## config.mk

```make
export PLATFORM = sky130hd
export DESIGN_NAME = leds_racer_race_core_flat
export DESIGN_NICKNAME = d
export VERILOG_FILES = /design/src/rtl/leds_racer_race_core_if.sv /design/src/rtl/leds_racer_race_core.sv /design/src/flat_wrapper.sv
export SDC_FILE = /design/constraint.sdc
export NUM_CORES = 1
export LEC_CHECK = 0
export CAP_MARGIN = 20
export CORE_MARGIN = 4
export CORE_UTILIZATION = 53
export CTS_CLUSTER_SIZE = 10
export DETAILED_ROUTE_END_ITERATION = 12
export PLACE_DENSITY = 0.83
export RECOVER_POWER = 50
export SKIP_LAST_GASP = 1
export SLEW_MARGIN = 20
export SYNTH_ARGS = -nofsm -noshare
export SYNTH_HDL_FRONTEND = slang
export SYNTH_SLANG_ARGS = --single-unit
```

## constraint.sdc

```tcl
create_clock -name clk -period 4.92 [get_ports clk]
set_input_delay 0.738 -clock clk [delete_from_list [all_inputs] [get_ports clk]]
set_output_delay 0.738 -clock clk [all_outputs]
set_load 0.05 [all_outputs]
```

## src/rtl/leds_racer_race_core_if.sv

```systemverilog
// Race core signal bundle: raw buttons in; press pulses, packed positions/laps, state and winner out.
// The core uses the slave modport; the board-level driver or bench uses master.
interface leds_racer_race_core_if #(
  parameter int NUM_PLAYERS = 4,
  parameter int MAX_POS     = 109,
  parameter int LAPS        = 1
);
  localparam int POS_W = $clog2(MAX_POS);
  localparam int LAP_W = $clog2(LAPS + 1);

  logic [NUM_PLAYERS-1:0]       player_input;
  logic [NUM_PLAYERS-1:0]       press_pulse;
  logic [NUM_PLAYERS*POS_W-1:0] positions;
  logic [NUM_PLAYERS*LAP_W-1:0] laps;
  logic [1:0]                   race_state;
  logic [NUM_PLAYERS-1:0]       winner;

  modport master (output player_input,
                  input  press_pulse, positions, laps, race_state, winner);
  modport slave  (input  player_input,
                  output press_pulse, positions, laps, race_state, winner);
endinterface

```

## src/rtl/leds_racer_race_core.sv

```systemverilog
// N-player race engine: sync + debounce buttons, one-cycle press pulses, per-player position/lap, single winner.
// Raw edge to press_pulse is DEBOUNCE_CLK_CNT+3 cycles, state acts one cycle later; no backpressure, outputs always live.
module leds_racer_race_core #(
  parameter int NUM_PLAYERS      = 4,
  parameter int MAX_POS          = 109,
  parameter int LAPS             = 1,
  parameter int DEBOUNCE_CLK_CNT = 65536,
  parameter int HOLD_CLK_CNT     = 2**26
) (
  input  logic                   clk,
  input  logic                   reset,
  leds_racer_race_core_if.slave  bus
);
  localparam int POS_W  = $clog2(MAX_POS);
  localparam int LAP_W  = $clog2(LAPS + 1);
  localparam int DB_W   = (DEBOUNCE_CLK_CNT > 1) ? $clog2(DEBOUNCE_CLK_CNT) : 1;
  localparam int HOLD_W = (HOLD_CLK_CNT > 1) ? $clog2(HOLD_CLK_CNT) : 1;

  typedef enum logic [1:0] {
    IDLE     = 2'd0,
    RACING   = 2'd1,
    FINISHED = 2'd2
  } state_t;

  logic [NUM_PLAYERS-1:0] sync1, sync2, deb, deb_d, press_pulse;
  logic [DB_W-1:0]        db_cnt [NUM_PLAYERS];

  // Input path: two-flop synchroniser, then a counter that must see DEBOUNCE_CLK_CNT
  // consecutive disagreeing samples before the clean level follows.
  always_ff @(posedge clk or posedge reset) begin
    if (reset) begin
      sync1       <= '0;
      sync2       <= '0;
      deb         <= '0;
      deb_d       <= '0;
      press_pulse <= '0;
      for (int i = 0; i < NUM_PLAYERS; i++) db_cnt[i] <= '0;
    end else begin
      sync1       <= bus.player_input;
      sync2       <= sync1;
      deb_d       <= deb;
      press_pulse <= deb & ~deb_d;
      for (int i = 0; i < NUM_PLAYERS; i++) begin
        if (sync2[i] == deb[i]) begin
          db_cnt[i] <= '0;
        end else if (db_cnt[i] == DB_W'(DEBOUNCE_CLK_CNT - 1)) begin
          deb[i]    <= sync2[i];
          db_cnt[i] <= '0;
        end else begin
          db_cnt[i] <= db_cnt[i] + DB_W'(1);
        end
      end
    end
  end

  state_t                 state;
  logic [HOLD_W-1:0]      hold_cnt;
  logic [NUM_PLAYERS-1:0] winner_q;
  logic [POS_W-1:0]       pos_q [NUM_PLAYERS];
  logic [LAP_W-1:0]       lap_q [NUM_PLAYERS];
  logic [NUM_PLAYERS-1:0] at_end, fin, first_fin;

  always_comb begin
    at_end = '0;
    fin    = '0;
    for (int i = 0; i < NUM_PLAYERS; i++) begin
      at_end[i] = (pos_q[i] == POS_W'(MAX_POS - 1));
      fin[i]    = press_pulse[i] & at_end[i] & ((lap_q[i] + LAP_W'(1)) == LAP_W'(LAPS));
    end
    // Isolate the lowest set bit so a simultaneous finish goes to the lowest index.
    first_fin = fin & (~fin + NUM_PLAYERS'(1));
  end

  always_ff @(posedge clk or posedge reset) begin
    if (reset) begin
      state    <= IDLE;
      hold_cnt <= '0;
      winner_q <= '0;
      for (int i = 0; i < NUM_PLAYERS; i++) begin
        pos_q[i] <= '0;
        lap_q[i] <= '0;
      end
    end else begin
      case (state)
        IDLE: begin
          for (int i = 0; i < NUM_PLAYERS; i++) begin
            pos_q[i] <= '0;
            lap_q[i] <= '0;
          end
          if (|press_pulse) state <= RACING;
        end
        RACING: begin
          for (int i = 0; i < NUM_PLAYERS; i++) begin
            if (press_pulse[i]) begin
              if (at_end[i]) begin
                pos_q[i] <= '0;
                lap_q[i] <= lap_q[i] + LAP_W'(1);
              end else begin
                pos_q[i] <= pos_q[i] + POS_W'(1);
              end
            end
          end
          if (|fin) begin
            state    <= FINISHED;
            winner_q <= first_fin;
            hold_cnt <= '0;
          end
        end
        FINISHED: begin
          if (hold_cnt == HOLD_W'(HOLD_CLK_CNT - 1)) begin
            state    <= IDLE;
            winner_q <= '0;
            hold_cnt <= '0;
            for (int i = 0; i < NUM_PLAYERS; i++) begin
              pos_q[i] <= '0;
              lap_q[i] <= '0;
            end
          end else begin
            hold_cnt <= hold_cnt + HOLD_W'(1);
          end
        end
        default: begin
          state    <= IDLE;
          winner_q <= '0;
          hold_cnt <= '0;
          for (int i = 0; i < NUM_PLAYERS; i++) begin
            pos_q[i] <= '0;
            lap_q[i] <= '0;
          end
        end
      endcase
    end
  end

  assign bus.press_pulse = press_pulse;
  assign bus.race_state  = state;
  assign bus.winner      = winner_q;

  for (genvar g = 0; g < NUM_PLAYERS; g++) begin : g_pack
    assign bus.positions[g*POS_W +: POS_W] = pos_q[g];
    assign bus.laps[g*LAP_W +: LAP_W]      = lap_q[g];
  end
endmodule
```

## src/flat_wrapper.sv

```systemverilog
// flat-port wrapper written by rule: the top's interface ports become plain ports
module leds_racer_race_core_flat 
#(
  parameter int NUM_PLAYERS      = 4,
  parameter int MAX_POS          = 109,
  parameter int LAPS             = 1,
  parameter int DEBOUNCE_CLK_CNT = 65536,
  parameter int HOLD_CLK_CNT     = 2**26
)
  (clk, reset, bus_player_input, bus_press_pulse, bus_positions, bus_laps, bus_race_state, bus_winner);
  leds_racer_race_core_if #(.NUM_PLAYERS(NUM_PLAYERS), .MAX_POS(MAX_POS), .LAPS(LAPS)) bus_i ();
  input  logic clk;
  input  logic reset;
  input wire logic [$bits(bus_i.player_input)-1:0] bus_player_input;
  output wire logic [$bits(bus_i.press_pulse)-1:0] bus_press_pulse;
  output wire logic [$bits(bus_i.positions)-1:0] bus_positions;
  output wire logic [$bits(bus_i.laps)-1:0] bus_laps;
  output wire logic [$bits(bus_i.race_state)-1:0] bus_race_state;
  output wire logic [$bits(bus_i.winner)-1:0] bus_winner;
  assign bus_i.player_input = bus_player_input;
  assign bus_press_pulse = bus_i.press_pulse;
  assign bus_positions = bus_i.positions;
  assign bus_laps = bus_i.laps;
  assign bus_race_state = bus_i.race_state;
  assign bus_winner = bus_i.winner;
  leds_racer_race_core #(.NUM_PLAYERS(NUM_PLAYERS), .MAX_POS(MAX_POS), .LAPS(LAPS), .DEBOUNCE_CLK_CNT(DEBOUNCE_CLK_CNT), .HOLD_CLK_CNT(HOLD_CLK_CNT)) u_core (.clk(clk), .reset(reset), .bus(bus_i));
endmodule
```

# == Word level (Yosys, flattened, before mapping) ==
# Index checks and enable logic that the tools add are counted.
# op_classes
add_sub_neg,14
eq_ne,26
n_mux,37
bitwise,17
n_reduce_logical,18
# op_table
operator,count
$mux W16,8
$pmux W26 S3,1
$add A16 B1 Y16 const B,4
$eq A16 B16 Y1 const B,4
$mux W7,8
$pmux W28 S2,1
$mux W26,2
$add A7 B1 Y7 const B,4
$eq A7 B7 Y1 const B,4
$mux W28,1
$add A26 B1 Y26 const B,1
$eq A26 B26 Y1 const B,1
$ne A2 B1 Y1 const B,11
$reduce_and A2 Y1,9
$reduce_and A3 Y1,6
$pmux W4 S3,1
$and A1 B1 Y1,8
$and A4 B4 Y4,2
$mux W1,8
$mux W4,2
$not A4 Y4,2
$pmux W4 S2,1
$reduce_or A4 Y1,2
$mux W2,3
8 further kinds,18
# totals
regBits,148
input_bits,6
out_inout_bits,42
elab_cells,135

# == Longest topological paths before layout ==
# logic_depth
ltp_word,8
mapped_depth,8
mapped_depth_nobuf,7

# == Worst setup path after synthesis ==
# Ideal clock, no wire load.
# synth_path
kind,reg-to-reg
start,reg u_core.pos_q (netlist bit u_core.bus.positions[0])
end,reg u_core.hold_cnt[7]
setup_time_ns,0.079
t_arrival_ns,2.212
required_time_ns,4.841
setup_slack_ns,2.628
stages_incl_launch_ff,9
n_path_buf,1
path_cell_list,dfrtp_1 inv_1 ha_1 nand4b_1 nor4b_2 o41ai_2 buf_2 a21oi_1 mux2i_1
# synth_via
elab_chain_len,6
# synth_lines
element,line,text
"start, declared",leds_racer_race_core.sv:59,logic [POS_W-1:0] pos_q [NUM_PLAYERS];
"start signal, assigned by index",leds_racer_race_core.sv:99,pos_q[i] <= pos_q[i] + POS_W'(1);
$eq A7 B7 Y1,leds_racer_race_core.sv:67,at_end[i] = (pos_q[i] == POS_W'(MAX_POS - 1));
$and A1 B1 Y1 (2 in series),leds_racer_race_core.sv:68,fin[i] = press_pulse[i] & at_end[i] & ((lap_q[i] + LAP_W'(1)) == LAP_W'(LAPS));
$reduce_or A4 Y1,leds_racer_race_core.sv:103,if (|fin) begin
$ne A2 B1 Y1 (no line),-,
$reduce_and A2 Y1 (no line),-,
"end signal, assigned",leds_racer_race_core.sv:119,hold_cnt <= hold_cnt + HOLD_W'(1);
"end, declared",leds_racer_race_core.sv:57,logic [HOLD_W-1:0] hold_cnt;
# No other way between the ends.
# A chain may end at the register's enable or synchronous reset.

==> flow_summary.ini <==
[timing]
setup_viol = 0
rsz0062_at_grt = false
hold_viol_final = 0
fin_skew_ns = 0.00995
max_freq_mhz = 347
period_needed_ns = 2.88
slew_headroom_pct = -3.18
tns_ns = 0
tightest_slew_ns = 1.55
drv_slew = 61
period_share_pct = 58.5

[setup_path]
end_kind = asynchronous set/reset pin
crit_family = buffers and inverters
worstPathMaxFanout = 91
crit_cells = 3
cp.buffers_inverters = 3
cp_slowest_stage_delay_ns = 1.19
path_class = primary input to asynchronous set/reset pin
slowest_stage = clkbuf_1
reg2reg_slack_ns = 2.23
crit_arrival_ns = 3.13
cp-start-kind = primary input
r2r_cells = 7
required_ns = 5.17
worstPathCellList = dlygate4sd3_1 -> inv_6 -> clkbuf_1

[synthesis]
synth_top_family_by_area = simple AND/OR/NAND/NOR gates
synth-simple-area-share_pct = 22.8
synth_nets = 765
synth_area_leaders = dfrtp_1 52%, nor2_1 4.6%, xor2_1 4.2%, nand2_1 3.7%, xnor2_1 3.4%
synth_seq_cells = 148
yosysTopAreaCell = dfrtp_1
synth_top_area_share_pct = 51.6
avgSynthCellArea_sq_um = 9.62
synth.area.mux_share_pct = 2.44
syn_inst = 746
yosysWarnings = 0
synth_xor_area_share_pct = 7.57
synth_edf_count = 0
synth_fa_ha_area_share_pct = 2.27
synth_compound_area_share_pct = 10.5
ys_types = 48
synth-seq-area-share_pct = 51.6
syn_area_sq_um = 7170
synth_ff_type = dfrtp_1
synth_async_sr_flop_share_pct = 100

[clock_network]
clk_latency_ns = 0.43
postCtsSetupRepairBufs = 0
cts_root_buf = clkbuf_16
cts.sinks = 148
cts_max_path_buffers = 2
cts_hold_buf = 0
cts_tree = built
cts_resized = 0
cts_buffers = 17
cts.htree.levels = 4
clk_pin_slew_ns = 0.06

[detailed_routing]
drtIter0Drc = 314
vias = 5612
wl_per_cell_microns = 15.0
viasPerCell = 5.71
firstDrtPassIters = 5
routed_wl_mm = 14.7
ant_nets = 0
drc = 0

[placed_design]
gp_congestion = 0.805
place_area_sq_um = 7850
port_buffers = 47
dp_hpwl_mm = 9.72

[die]
io_pins = 48
core_area_sq_um = 13200
die_h_microns = 124
initial_core_util_pct = 54.2
num_rows = 42
die-area_sq_um = 15500
die_w_microns = 124

[grt]
grt_max_degree = 92
grt_antenna_before_repair = 0
grt_pass1_wl_mm = 25.4
grt_use_total_pct = 19.8
grt_pass1_vias = 5350
grt.overflow.total = 0

[run_status]
status = finished, violations left
violations = max-capacitance violations, max-slew violations

[power_and_ir_drop]
vdd_ir_drop_max_uv = 236
leakagePower_nw = 3.61
power_density_nw_per_um2 = 304

[finish]
antenna_cells = 0
regArea_sq_um = 3700
final_cell_area_sq_um = 8430
nFillCells = 1053
utilization_pct = 63.7
layout-drive-gt1-share_pct = 6.33
area_delta_synth_final_pct = 17.5
finalNetCount = 814
multi_input_area_sq_um = 3300

[worst_hold_path]
hp-class = flop to flop
whs_path_depth = 0

[job]
drv_cap = 2
-- power breakdown --
part           leakage (nW)  switching, mW  total [mW]  internal, mW
Sequential             2.04        0.00903        1.24          1.23
Clock                 0.286          0.467        1.27         0.807
Combinational          1.28         0.0375      0.0500        0.0125
-- worst paths after layout --
check	from	endpoint
max in group clk	u_core.hold_cnt[0]$_DFFE_PP0P_	u_core.bus.positions[26]$_DFFE_PP0P_
max reg2reg	u_core.hold_cnt[0]$_DFFE_PP0P_	u_core.bus.positions[26]$_DFFE_PP0P_
min	u_core.sync1[0]$_DFF_PP0_	u_core.sync2[0]$_DFF_PP0_
min in group asynchronous	reset	u_core.db_cnt[42]$_DFF_PP0_
min reg2reg	u_core.sync1[0]$_DFF_PP0_	u_core.sync2[0]$_DFF_PP0_
max	reset	u_core.sync1[2]$_DFF_PP0_
-- layout make-up --
class / count / share of cell area, %
Clock buffer: 26 / 6.04
Clock inverter: 4 / 0.831
Inverter: 28 / 1.31
Multi-Input combinational cell: 546 / 39.2
Sequential cell: 148 / 43.9
Tap cell: 176 / 2.61
Timing Repair Buffer: 54 / 6.12
-- logic make-up (layout without fill, tap and decap cells) --
group / after synthesis / count (layout)
simple gates: 320 / 320
flops: 148 / 148
compound gates: 134 / 134
xor+xnor: 62 / 62
buf+inv: 52 / 112
mux: 17 / 17
fa+ha+maj: 13 / 13
-- per-stage QoR --
stage / power, mW / instances / setup WS (ns) / hold WS (ns)
final: 2.56 / 982 / 2.04 / 0.346
after floorplan: 1.30 / 746 / 0.202 / 0.331
after global routing: 2.65 / 982 / 1.48 / 0.350
after global placement: 1.31 / 952 / 2.13 / 0.333
after CTS: 2.59 / 982 / 1.99 / 0.348
after detailed placement: 1.31 / 952 / 1.99 / 0.335
-- cells in the final DEF (no fill, tap or decap), types with 21 or more instances in the layout --
cell	instances
nand3_1	47
nand2_1	70
and3_1	21
nor2_1	88
a21oi_1	41
o21ai_1	29
xnor2_1	28
dfrtp_1	148
o21ai_0	38
inv_1	26
xor2_1	34
clkdlybuf4s50_1	42
-- metal layers --
metal | share of wire [%] | track usage [%] | vias to the layer above
met4 | 2.2 | 7.99 | 0
li1 | - | - | 2711
met3 | 5.3 | 5.66 | 33
met2 | 47 | 30.2 | 154
met1 | 45 | 26.7 | 2714
met5 | 0 | 0 | -
-- synthesized netlist by cell type, types with 18 or more instances --
master,count
dfrtp_1,148
nor2_1,88
nand2_1,70
nand3_1,47
a21oi_1,42
o21ai_0,38
xor2_1,34
o21ai_1,29
xnor2_1,28
inv_1,27
and3_1,21
nand4_1,19
clkbuf_1,18
-- flip-flops by register name (all words and copies together) (netlist names) --
signal and cells:
u_core.db_cnt 64, u_core.bus.race_state 2, u_core.bus.laps 4, u_core.sync2 4, u_core.sync1 4, u_core.bus.positions 28
u_core.bus.press_pulse 4, u_core.deb 4, u_core.hold_cnt 26, u_core.deb_d 4, u_core.bus.winner 4
Note: power is estimated with default switching activity, not from simulation.
